File: config.mk
export PLATFORM = sky130hd
export DESIGN_NAME = coin_credit_accumulator
export DESIGN_NICKNAME = d
export VERILOG_FILES = /design/src/rtl/juice_pkg.sv /design/src/rtl/coin_credit_accumulator_filter.sv /design/src/rtl/coin_credit_accumulator.sv
export SDC_FILE = /design/constraint.sdc
export NUM_CORES = 1
export LEC_CHECK = 0
export BUFFER_PORTS_ARGS = -buffer_cell sky130_fd_sc_hd__buf_2
export CAP_MARGIN = 5
export CORE_MARGIN = 2
export CORE_UTILIZATION = 52
export CTS_CLUSTER_DIAMETER = 60
export CTS_CLUSTER_SIZE = 25
export DETAILED_ROUTE_END_ITERATION = 10
export GPL_TIMING_DRIVEN = 0
export PLACE_DENSITY = 0.76
export REMOVE_ABC_BUFFERS = 1
export SLEW_MARGIN = 20
export SYNTH_ARGS = -nofsm -noshare
export SYNTH_HDL_FRONTEND = slang
export SYNTH_SLANG_ARGS = --single-unit
File: constraint.sdc
create_clock -name clk -period 2.8 [get_ports clk]
set_input_delay 0.28 -clock clk [delete_from_list [all_inputs] [get_ports clk]]
set_output_delay 0.28 -clock clk [all_outputs]
set_load 0.1 [all_outputs]
File: src/rtl/juice_pkg.sv
// -----------------------------------------------------------------------------
// juice_pkg
// Shared definitions for the juice vending front end: the credit FSM state
// encoding, coin denominations, vend_item encodings and default product
// prices (the same defaults are used by the downstream juice FSM).
// -----------------------------------------------------------------------------
package juice_pkg;

  typedef enum logic [1:0] {
    IDLE   = 2'd0,
    ACCUM  = 2'd1,
    VEND   = 2'd2,
    CHANGE = 2'd3
  } state_t;

  // Coin denominations in dollars
  localparam int COIN_VAL_1 = 1;
  localparam int COIN_VAL_2 = 2;
  localparam int COIN_VAL_5 = 5;

  // vend_item encodings
  localparam logic [1:0] ITEM_NONE = 2'd0;
  localparam logic [1:0] ITEM_1    = 2'd1;
  localparam logic [1:0] ITEM_2    = 2'd2;

  // Default prices, shared with the juice FSM
  localparam int PRICE_1_DEF = 3;
  localparam int PRICE_2_DEF = 5;

endpackage

File: src/rtl/coin_credit_accumulator_filter.sv
// -----------------------------------------------------------------------------
// coin_pulse_filter
// Conditions one raw coin-slot level: a 2-flop synchroniser followed by a
// debounce counter. After DEBOUNCE_CYC consecutive high samples of the
// synchronised level, accept is high for exactly one cycle. The filter
// re-arms only after the synchronised level has returned low, so a coin
// held in the slot is credited once. Shorter highs never reach the count.
//
// Ports
//   clk       in  1  system clock, rising edge
//   rst       in  1  asynchronous reset, active-high
//   coin_raw  in  1  raw, unsynchronised coin level
//   accept    out 1  one-cycle accept pulse (combinational from registers)
// -----------------------------------------------------------------------------
module coin_pulse_filter #(
  parameter int DEBOUNCE_CYC = 4
) (
  input  logic clk,
  input  logic rst,
  input  logic coin_raw,
  output logic accept
);

  localparam int CNT_W = $clog2(DEBOUNCE_CYC + 1);

  if (DEBOUNCE_CYC < 1) begin : g_bad_debounce
    $error("coin_pulse_filter: DEBOUNCE_CYC must be at least 1");
  end

  logic             sync_1;
  logic             sync_2;
  logic [CNT_W-1:0] cnt;

  // cnt counts high samples of sync_2 and saturates at DEBOUNCE_CYC, which
  // doubles as the "already fired, wait for low" state.
  always_ff @(posedge clk or posedge rst) begin
    if (rst) begin
      sync_1 <= 1'b0;
      sync_2 <= 1'b0;
      cnt    <= '0;
    end else begin
      sync_1 <= coin_raw;
      sync_2 <= sync_1;
      if (!sync_2) begin
        cnt <= '0;
      end else if (cnt != CNT_W'(DEBOUNCE_CYC)) begin
        cnt <= cnt + CNT_W'(1);
      end
    end
  end

  // The DEBOUNCE_CYC-th high sample is the one seen while cnt is one short
  // of saturation; firing here keeps raw-edge-to-credit at 2 + DEBOUNCE_CYC.
  assign accept = sync_2 && (cnt == CNT_W'(DEBOUNCE_CYC - 1));

endmodule

File: src/rtl/coin_credit_accumulator.sv
// -----------------------------------------------------------------------------
// coin_credit_accumulator
// Front end of the juice vending machine. Filters the three raw coin inputs,
// accumulates credit, accepts a product selection once credit covers its
// price, issues a vend request and then returns any change.
//
// Optional feature: define COIN_TIMEOUT_EN to refund the full credit after
// TIMEOUT_CYC cycles of inactivity in ACCUM.
//
// Handshakes (vend_*, change_*): valid/data are registered and held stable
// from assertion until the cycle in which ready is sampled high; a transfer
// happens on that rising edge and valid drops in the following cycle. valid
// never drops without ready, and ready with valid low is ignored.
//
// Ports
//   clk           in   1         system clock, rising edge
//   rst           in   1         asynchronous reset, active-high
//   coin_1/2/5    in   1 each    raw coin-slot levels
//   sel_1, sel_2  in   1 each    product buttons, one-cycle pulses
//   cancel        in   1         refund request, one-cycle pulse
//   vend_valid    out  1         vend request valid
//   vend_item     out  2         requested item (ITEM_1/ITEM_2), 0 when idle
//   vend_ready    in   1         juice FSM accepts the request
//   change_valid  out  1         change ready to dispense
//   change_amt    out  CREDIT_W  change amount in dollars
//   change_ready  in   1         change dispenser accepts
//   credit        out  CREDIT_W  current credit for display
//   coin_reject   out  1         one-cycle pulse, coin routed to reject chute
//   fsm_state     out  state_t   current FSM state, for debug/observation
// -----------------------------------------------------------------------------
module coin_credit_accumulator
  import juice_pkg::*;
#(
  parameter int CREDIT_W     = 5,
  parameter int MAX_CREDIT   = 20,
  parameter int PRICE_1      = PRICE_1_DEF,
  parameter int PRICE_2      = PRICE_2_DEF,
  parameter int DEBOUNCE_CYC = 4,
  parameter int TIMEOUT_CYC  = 1000
) (
  input  logic                clk,
  input  logic                rst,
  input  logic                coin_1,
  input  logic                coin_2,
  input  logic                coin_5,
  input  logic                sel_1,
  input  logic                sel_2,
  input  logic                cancel,
  output logic                vend_valid,
  output logic [1:0]          vend_item,
  input  logic                vend_ready,
  output logic                change_valid,
  output logic [CREDIT_W-1:0] change_amt,
  input  logic                change_ready,
  output logic [CREDIT_W-1:0] credit,
  output logic                coin_reject,
  output state_t              fsm_state
);

  // Largest transient sum is MAX_CREDIT plus the biggest coin.
  if (MAX_CREDIT + COIN_VAL_5 > (1 << CREDIT_W) - 1) begin : g_bad_width
    $error("coin_credit_accumulator: MAX_CREDIT+5 does not fit in CREDIT_W bits");
  end
  if (TIMEOUT_CYC < 1 || PRICE_1 < 1 || PRICE_2 < 1) begin : g_bad_param
    $error("coin_credit_accumulator: TIMEOUT_CYC and prices must be at least 1");
  end

  localparam logic [CREDIT_W-1:0] MAX_C = CREDIT_W'(MAX_CREDIT);
  localparam logic [CREDIT_W-1:0] P1_C  = CREDIT_W'(PRICE_1);
  localparam logic [CREDIT_W-1:0] P2_C  = CREDIT_W'(PRICE_2);

  state_t state;
  assign fsm_state = state;

  // ---------------------------------------------------------------------------
  // Coin filters
  // ---------------------------------------------------------------------------
  logic acc_1;
  logic acc_2;
  logic acc_5;

  coin_pulse_filter #(.DEBOUNCE_CYC(DEBOUNCE_CYC)) u_filt_1 (
    .clk      (clk),
    .rst      (rst),
    .coin_raw (coin_1),
    .accept   (acc_1)
  );

  coin_pulse_filter #(.DEBOUNCE_CYC(DEBOUNCE_CYC)) u_filt_2 (
    .clk      (clk),
    .rst      (rst),
    .coin_raw (coin_2),
    .accept   (acc_2)
  );

  coin_pulse_filter #(.DEBOUNCE_CYC(DEBOUNCE_CYC)) u_filt_5 (
    .clk      (clk),
    .rst      (rst),
    .coin_raw (coin_5),
    .accept   (acc_5)
  );

  // ---------------------------------------------------------------------------
  // Coin evaluation
  // ---------------------------------------------------------------------------
  logic [1:0]          n_acc;      // number of coins accepted this cycle
  logic                any_coin;
  logic                coin_ok;    // exactly one coin and it fits under MAX
  logic [CREDIT_W-1:0] coin_val;
  logic [CREDIT_W-1:0] credit_sum;

  always_comb begin
    n_acc    = 2'(acc_1) + 2'(acc_2) + 2'(acc_5);
    any_coin = (n_acc != 2'd0);
    coin_val = '0;
    if (acc_1) coin_val = CREDIT_W'(COIN_VAL_1);
    if (acc_2) coin_val = CREDIT_W'(COIN_VAL_2);
    if (acc_5) coin_val = CREDIT_W'(COIN_VAL_5);
    credit_sum = credit + coin_val;
    coin_ok    = (n_acc == 2'd1) && (credit_sum <= MAX_C);
  end

  // ---------------------------------------------------------------------------
  // Selection and vend arithmetic
  // ---------------------------------------------------------------------------
  logic                sel1_ok;
  logic                sel2_ok;
  logic [CREDIT_W-1:0] vend_price;
  logic [CREDIT_W-1:0] remainder;

  always_comb begin
    sel1_ok    = sel_1 && (credit >= P1_C);
    sel2_ok    = sel_2 && (credit >= P2_C);
    vend_price = (vend_item == ITEM_1) ? P1_C : P2_C;
    // credit >= vend_price is guaranteed while in VEND
    remainder  = credit - vend_price;
  end

  // ---------------------------------------------------------------------------
  // Inactivity timeout
  // ---------------------------------------------------------------------------
  logic timeout_hit;

`ifdef COIN_TIMEOUT_EN
  localparam int TO_W = $clog2(TIMEOUT_CYC + 1);

  logic [TO_W-1:0] to_cnt;

  // Cleared by any coin event that can enter or stay in ACCUM, and by any
  // selection attempt in ACCUM; otherwise counts only while in ACCUM.
  always_ff @(posedge clk or posedge rst) begin
    if (rst) begin
      to_cnt <= '0;
    end else if (any_coin && (state == IDLE || state == ACCUM)) begin
      to_cnt <= '0;
    end else if (state == ACCUM) begin
      if (sel_1 || sel_2) begin
        to_cnt <= '0;
      end else if (!timeout_hit) begin
        to_cnt <= to_cnt + TO_W'(1);
      end
    end
  end

  assign timeout_hit = (state == ACCUM) && (to_cnt == TO_W'(TIMEOUT_CYC));
`else
  assign timeout_hit = 1'b0;
`endif

  // ---------------------------------------------------------------------------
  // Credit FSM, all outputs registered
  // ---------------------------------------------------------------------------
  always_ff @(posedge clk or posedge rst) begin
    if (rst) begin
      state        <= IDLE;
      credit       <= '0;
      vend_valid   <= 1'b0;
      vend_item    <= ITEM_NONE;
      change_valid <= 1'b0;
      change_amt   <= '0;
      coin_reject  <= 1'b0;
    end else begin
      coin_reject <= 1'b0;
      case (state)
        IDLE: begin
          if (any_coin) begin
            if (coin_ok) begin
              credit <= credit_sum;
              state  <= ACCUM;
            end else begin
              coin_reject <= 1'b1;
            end
          end
        end

        ACCUM: begin
          // A coin landing in the same cycle as a state change is refused so
          // it cannot alter a credit that is already being refunded or spent.
          if (cancel || timeout_hit) begin
            state        <= CHANGE;
            change_valid <= 1'b1;
            change_amt   <= credit;
            coin_reject  <= any_coin;
          end else if (sel1_ok) begin
            state       <= VEND;
            vend_valid  <= 1'b1;
            vend_item   <= ITEM_1;
            coin_reject <= any_coin;
          end else if (sel2_ok) begin
            state       <= VEND;
            vend_valid  <= 1'b1;
            vend_item   <= ITEM_2;
            coin_reject <= any_coin;
          end else if (any_coin) begin
            if (coin_ok) begin
              credit <= credit_sum;
            end else begin
              coin_reject <= 1'b1;
            end
          end
        end

        VEND: begin
          coin_reject <= any_coin;
          if (vend_ready) begin
            vend_valid <= 1'b0;
            vend_item  <= ITEM_NONE;
            credit     <= remainder;
            if (remainder != '0) begin
              state        <= CHANGE;
              change_valid <= 1'b1;
              change_amt   <= remainder;
            end else begin
              state <= IDLE;
            end
          end
        end

        CHANGE: begin
          coin_reject <= any_coin;
          if (change_ready) begin
            change_valid <= 1'b0;
            change_amt   <= '0;
            credit       <= '0;
            state        <= IDLE;
          end
        end

        default: begin
          state <= IDLE;
        end
      endcase
    end
  end

endmodule

==> impl_results.md, run 1 <==
* Crit share post-route at 103%
* Wirelength per Cell at between 10 and 15 µm
* Max Fclk at 345 MHz
* Sinks on Clock Net at 32
* Post-Syn Instances at around 210
* Hold Crit Class: input port to asynchronous set/reset pin
* Fillcell total at 303
* PnR worst setup slack at -94.7 ps
* Unique cell type count in the Yosys netlist at 47
* Vias after detailed routing at roughly 1,700
* Max_slew headroom at 47.7%
* Vias per cell at approximately 5.6
* Largest net degree at the start of global routing at 33
* RSZ-0062 raised after global routing: true
* I/O pin count at 27
* Initial core utilization at a little over half
* Most numerous cell in the Yosys netlist: dfrtp_1
* CP max FO at 4
* Clk slew on worst S/H paths at around 70 ps
* Initial DRC count at 90
* Register area at about 800 µm²
* Critical path type: flip-flop to flip-flop
* Crit start category: flip-flop
* Maximum clock path buffer count at 2
* Least-Margin Pin Slew at a little under 800 ps
* Ys async rst share at 100%
* Top cells by area, synth: dfrtp_1 40%, ha_1 9.4%, inv_1 5.0%, o21ai_0 4.7%, nand2_1 3.6%
* Critical Path AT at approximately 3000 ps
* Num rows at 22
* GRT Total Usage at 22.1%
* Failing checks: negative setup slack
* Critical-path top delay cell: dfrtp_1
* Number of hold buffers added after cts at 0
* ANT nets after route at 0
* Share of the synthesized area in the top cell type at between 30% and 40%
* Area of the core at around 3700 µm²
* Number of setup violations in the final report at 6
* Cell Chain, Critical Path: ha_2, ha_4, nand2_4, nand3_2, nand2_1, ha_2, inv_2, fa_2, xor2_2, a21oi_2, a2111oi_4, o31a_2, buf_6, buf_12, o21a_1
* Slew Limit Fails at 0
* Most common cell on crit path: ha_2
* Post-synth top flop: dfrtp_1
* Slowest stage delay, CP at approximately 390 ps
* Sequential area share after synthesis at about two fifths
* Multi-input logic area at between 1000 and 1500 µm²
* Total detailed-routing wirelength at between 4 and 5 mm
* EDFF count, synth at 0
* Clk_skew at between 6 and 7 ps
* Max_cap viols at 0
* CTS Buf Count at 5
* Synthesized cell area at roughly 2000 µm²
* First-pass GRT wire length at between 7 and 8 mm
* Status: finished, violations left
* Share of layout cells above drive strength 1 at between 30% and 40%
* Die Width at ~66 µm
* Most frequent cells after synthesis: 32 x dfrtp_1, 27 x inv_1, 19 x nand2_1, 19 x o21ai_0, 15 x ha_1
* Final nets at between 200 and 300
* Pre-antenna DRT Iters at 4
* Grt total ovfl at 0
* Initial antenna violation count at 0
* Syn Area/Cell at between 9 and 10 µm²
* H-tree levels at 2
* Worst EP required at 2980 ps
* Cell taking the most area after synthesis: dfrtp_1
* Die area at roughly 4400 µm²
* Endpoints failing hold at 0
* Synth warn at 0
* Port Buf Inserts at 26
* CTS root buf: clkbuf_8
* CP endpoint kind: flip-flop
* DRC Markers at 0
* CTS tree: built
* Fin crit period at ~2900 ps
* Die height at roughly 66 µm
* #FFs+latches synth at 32
* Vias in the first global route at 1,592
* Area Growth Syn to Fin at 26.5%
* Diode count at 0
* Final Core Density at about 70%
* DPL Wire Length at about 2.8 mm
* Clock latency reported for the late side of the worst-skew pair at 290 ps
* GPL Wtd Cong at around 0.83
==> layout make-up <==
class	instances	share of cell area [%]
tap	48	2.37
sequential	32	31.5
multi-input combinational	144	48.2
clock buffer	8	3.55
timing repair buffer	41	10.3
inverter	27	3.99
==> per-stage QoR <==
stage	hold WS, ps	worst slack, ps	instances	cell area, µm²	setup TNS, ps
after floorplan	311	-301	203	1980	-1990
final	81.0	-94.7	300	2540	-313
after global routing	89.8	-253	300	2540	-1300
after CTS	92.9	-21.7	293	2380	-21.7
after global placement	335	-397	277	2170	-2160
after detailed placement	337	-416	277	2170	-2090
==> registers in the layout, summed over array words and instances, names as in the netlist <==
signal and count:
change_amt 5, change_valid 1, coin_reject 1, credit 5, fsm_state 2, u_filt_1.cnt 3
u_filt_1.sync_1 1, u_filt_1.sync_2 1, u_filt_2.cnt 3, u_filt_2.sync_1 1, u_filt_2.sync_2 1, u_filt_5.cnt 3
u_filt_5.sync_1 1, u_filt_5.sync_2 1, vend_item 2, vend_valid 1
==> worst paths after layout <==
check                                startpoint              end  slack (ps)  cells after the start
worst min-delay path                        rst        credit[1]          80                      2
worst min register to register  u_filt_1.sync_1  u_filt_1.sync_2         350                      0
worst max-delay path            u_filt_2.cnt[1]        credit[3]         -90                     15
max in group asynchronous                   rst  u_filt_1.sync_2        2290                      2
worst max register to register  u_filt_2.cnt[1]        credit[3]         -90                     15
min in group clk                         coin_5  u_filt_5.sync_1          90                      1
==> cells in the final DEF (no fill, tap or decap), drive strengths merged, types with 2 or more instances in the layout <==
cell type,n
nand2b,3
o22ai,5
a21oi,7
o211ai,3
ha,15
buf,41
fa,3
mux2,5
a21boi,7
nor3,2
nor2,9
nand3,5
o21ai,21
a2111oi,2
o21bai,2
a31oi,2
a21o,2
xnor2,7
nand2,19
nor2b,2
clkbuf,8
or3,2
dfrtp,32
inv,27
and2,3
a32o,2
==> layer usage <==
layer | routed length (µm) | vias to the layer above | GRT usage (%)
met5 | 0 | - | 0
met4 | 68 | 0 | 9.18
met3 | 192 | 7 | 4.60
met2 | 2190 | 41 | 36.6
met1 | 1940 | 818 | 28.0
li1 | - | 812 | -
==> worst max-delay path: cells and delay by family, from the launching register on <==
family	cells	cell delay [ps]
fa+ha+maj	4	930
compound gates	4	780
flops	1	390
buf+inv	3	320
simple gates	3	190
xor+xnor	1	170
==> kinds of logic after synthesis <==
family          count (synthesis)  synth area share, %
mux                             5                 2.81
compound gates                 63                 23.1
fa+ha+maj                      18                 12.3
buf+inv                        32                 6.42
xor+xnor                        8                 3.49
flops                          32                 39.9
simple gates                   50                 12.0
==> repair_timing <==
action,in CTS,in global routing
pin swaps,13,7
buffers inserted,8,7
setup endpoints to repair,7,7
gates resized for setup,16,23
Power of run 1 is left out: the tool's default activity adds up to more than one toggle a clock period on the data nets, which glitch-free logic cannot reach.
==> inputs of run 2 (changes only) <==
Settings changed: CELL_PAD_IN_SITES_DETAIL_PLACEMENT set to 1, CELL_PAD_IN_SITES_GLOBAL_PLACEMENT set to 1, CORE_UTILIZATION 52 to 40, CTS_CLUSTER_DIAMETER 60 to unset, PLACE_DENSITY 0.76 to unset, PLACE_DENSITY_LB_ADDON set to 0.1.
==> impl_results.md, run 2 (synthesized netlist as in run 1, its figures left out) <==
* Status: finished clean
* Clk slew on worst S/H paths at 70 ps (about the same)
* First-pass GRT wire length at 8.77 mm (+21%)
* Largest net degree at the start of global routing at 33 (unchanged)
* Number of setup violations in the final report at 0 (-6)
* Most common cell on crit path: ha_4
* Num rows at 25 (+14%)
* Initial DRC count at 37 (-59%)
* Initial antenna violation count at 0 (unchanged)
* Vias in the first global route at 1,815 (+14%)
* WP buf/inv at 2 (-1)
* Sinks on Clock Net at 32 (unchanged)
* Multi-input logic area at 1250 µm² (+2.0%)
* Cell Chain, Critical Path: ha_2, ha_4, nand2_4, nand3_2, nand2_2, ha_4, inv_2, fa_2, xor2_2, a21oi_4, a2111oi_4, buf_4, o21ai_4, and3_4, a311oi_2
* GPL Wtd Cong at 0.829 (-0.29%)
* Critical Path AT at 2980 ps (-100 ps)
* Max_slew headroom at 41.7% (-6.1 points)
* Die height at 74.8 µm (+13%)
* Fin crit period at 2780 ps (-113 ps)
* DRC Markers at 0 (unchanged)
* Vias per cell at 5.44 (-2.8%)
* Critical path type: flip-flop to flip-flop
* Hold_ws at 95.6 ps (+14.7 ps)
* Slew Limit Fails at 0 (unchanged)
* Crit-path leading delay family: adder cells
* Reg-to-reg startpoint: u_filt_2.cnt[1]
* Endpoints failing hold at 0 (unchanged)
* Least-Margin Pin Slew at 875 ps (+90.9 ps)
* Total detailed-routing wirelength at 5.51 mm (+26%)
* Diode count at 0 (unchanged)
* Pre-antenna DRT Iters at 4 (unchanged)
* Wirelength per Cell at 17.4 µm (+19%)
* Max_cap viols at 0 (unchanged)
* Clock latency reported for the late side of the worst-skew pair at 290 ps (about the same)
* Hold Crit Class: input port to asynchronous set/reset pin
* Fillcell total at 557 (+84%)
* Crit start category: flip-flop
* Critical-path top delay cell: dfrtp_1
* Top Registers: change_amt x5, credit x5
* Worst r2r dst: credit[0]
* Final nets at 278 (-0.36%)
* CTS tree: built
* Port Buf Inserts at 26 (unchanged)
* Most common cell after layout, fill and taps aside: dfrtp_1
* GRT Total Usage at 20.9% (-1.3 points)
* DPL Wire Length at 3.71 mm (+34%)
* Worst EP required at 3000 ps (+20 ps)
* Grt total ovfl at 0 (unchanged)
* CP endpoint kind: flip-flop
* Max Fclk at 359 MHz (+4.1%)
* Most frequent cells in the layout: 32 x dfrtp_1, 26 x buf_2, 24 x inv_1, 16 x nand2_1, 16 x o21ai_0
* Register area at 801 µm² (unchanged)
* Crit share post-route at 99.3% (-4.0 points)
* Final Core Density at 53.8% (-15 points)
* Clk_skew at 12.9 ps (+6.47 ps)
* Area Growth Syn to Fin at 28.2%
* Die Width at 74.8 µm (+13%)
* Vias after detailed routing at 1,723 (+2.7%)
* Cells on worst reg2reg path at 15 (unchanged)
* CTS root buf: clkbuf_8
* H-tree levels at 2 (unchanged)
* Die area at 5600 µm² (+28%)
* I/O pin count at 27 (unchanged)
* Maximum clock path buffer count at 2 (unchanged)
* Slowest stage delay, CP at 380 ps (about the same)
* Share of layout cells above drive strength 1 at 33.6% (+0.66 points)
* RSZ-0062 raised after global routing: true
* Reg2reg setup slack at 20 ps (+110 ps)
* CTS Buf Count at 5 (unchanged)
* Area of the core at 4790 µm² (+30%)
* Initial core utilization at 41.9% (-12 points)
* ANT nets after route at 0 (unchanged)
* CP max FO at 3 (-1)
## run 2: worst register-to-register path, delay by kind of cell (launching register included)
| kind | cells | cell delay (ps) |
|---|---|---|
| compound gates | 4 | 580 |
| simple gates | 4 | 400 |
| buf+inv | 2 | 240 |
| xor+xnor | 1 | 220 |
| flops | 1 | 380 |
| fa+ha+maj | 4 | 870 |
## run 2: per-layer routing
layer | vias to the layer above | GRT usage (%) | wire, µm
met5 | - | 0 | 0
met4 | 0 | 6.15 | 53
met3 | 5 | 3.75 | 132
met2 | 24 | 36.7 | 3030
met1 | 891 | 26.1 | 2290
li1 | 803 | - | -
## run 2: stage by stage
step | cells | setup TNS [ps] | setup slack, ps | area, µm²
final | 317 | 0 | 18.3 | 2570
after CTS | 314 | 0 | 0.0944 | 2470
after global routing | 317 | -388 | -98.5 | 2570
after detailed placement | 296 | -2650 | -506 | 2190
after floorplan | 203 | -1990 | -301 | 1980
after global placement | 296 | -2180 | -402 | 2190
## run 2: area by class of cell
type,count,share of cell area [%]
multi-input combinational,144,48.5
clock buffer,7,3.74
inverter,27,3.94
tap,67,3.26
sequential,32,31.1
timing repair buffer,40,9.43
## run 2: how the worst max path moves through the flow
stage / startpoint / cells after the start / to / slack (ps)
6_report: u_filt_2.cnt[1] / 15 / credit[0] / 20
5_1_grt: u_filt_2.cnt[1] / 15 / fsm_state[0] / -100
4_1_cts: u_filt_2.cnt[1] / 14 / credit[0] / 0.09
3_5_place_dp: u_filt_2.cnt[1] / 14 / credit[4] / -510
3_3_place_gp: u_filt_2.cnt[1] / 14 / credit[4] / -400
2_1_floorplan: credit[0] / 9 / credit[0] / -300
## run 2: timing repair
action                     CTS  global route
hold buffers                 0             0
buffers inserted            12             3
pin swaps                   12             9
gates resized for setup     22            16
setup endpoints to repair    7             7
Power of run 2 is left out for the same reason.
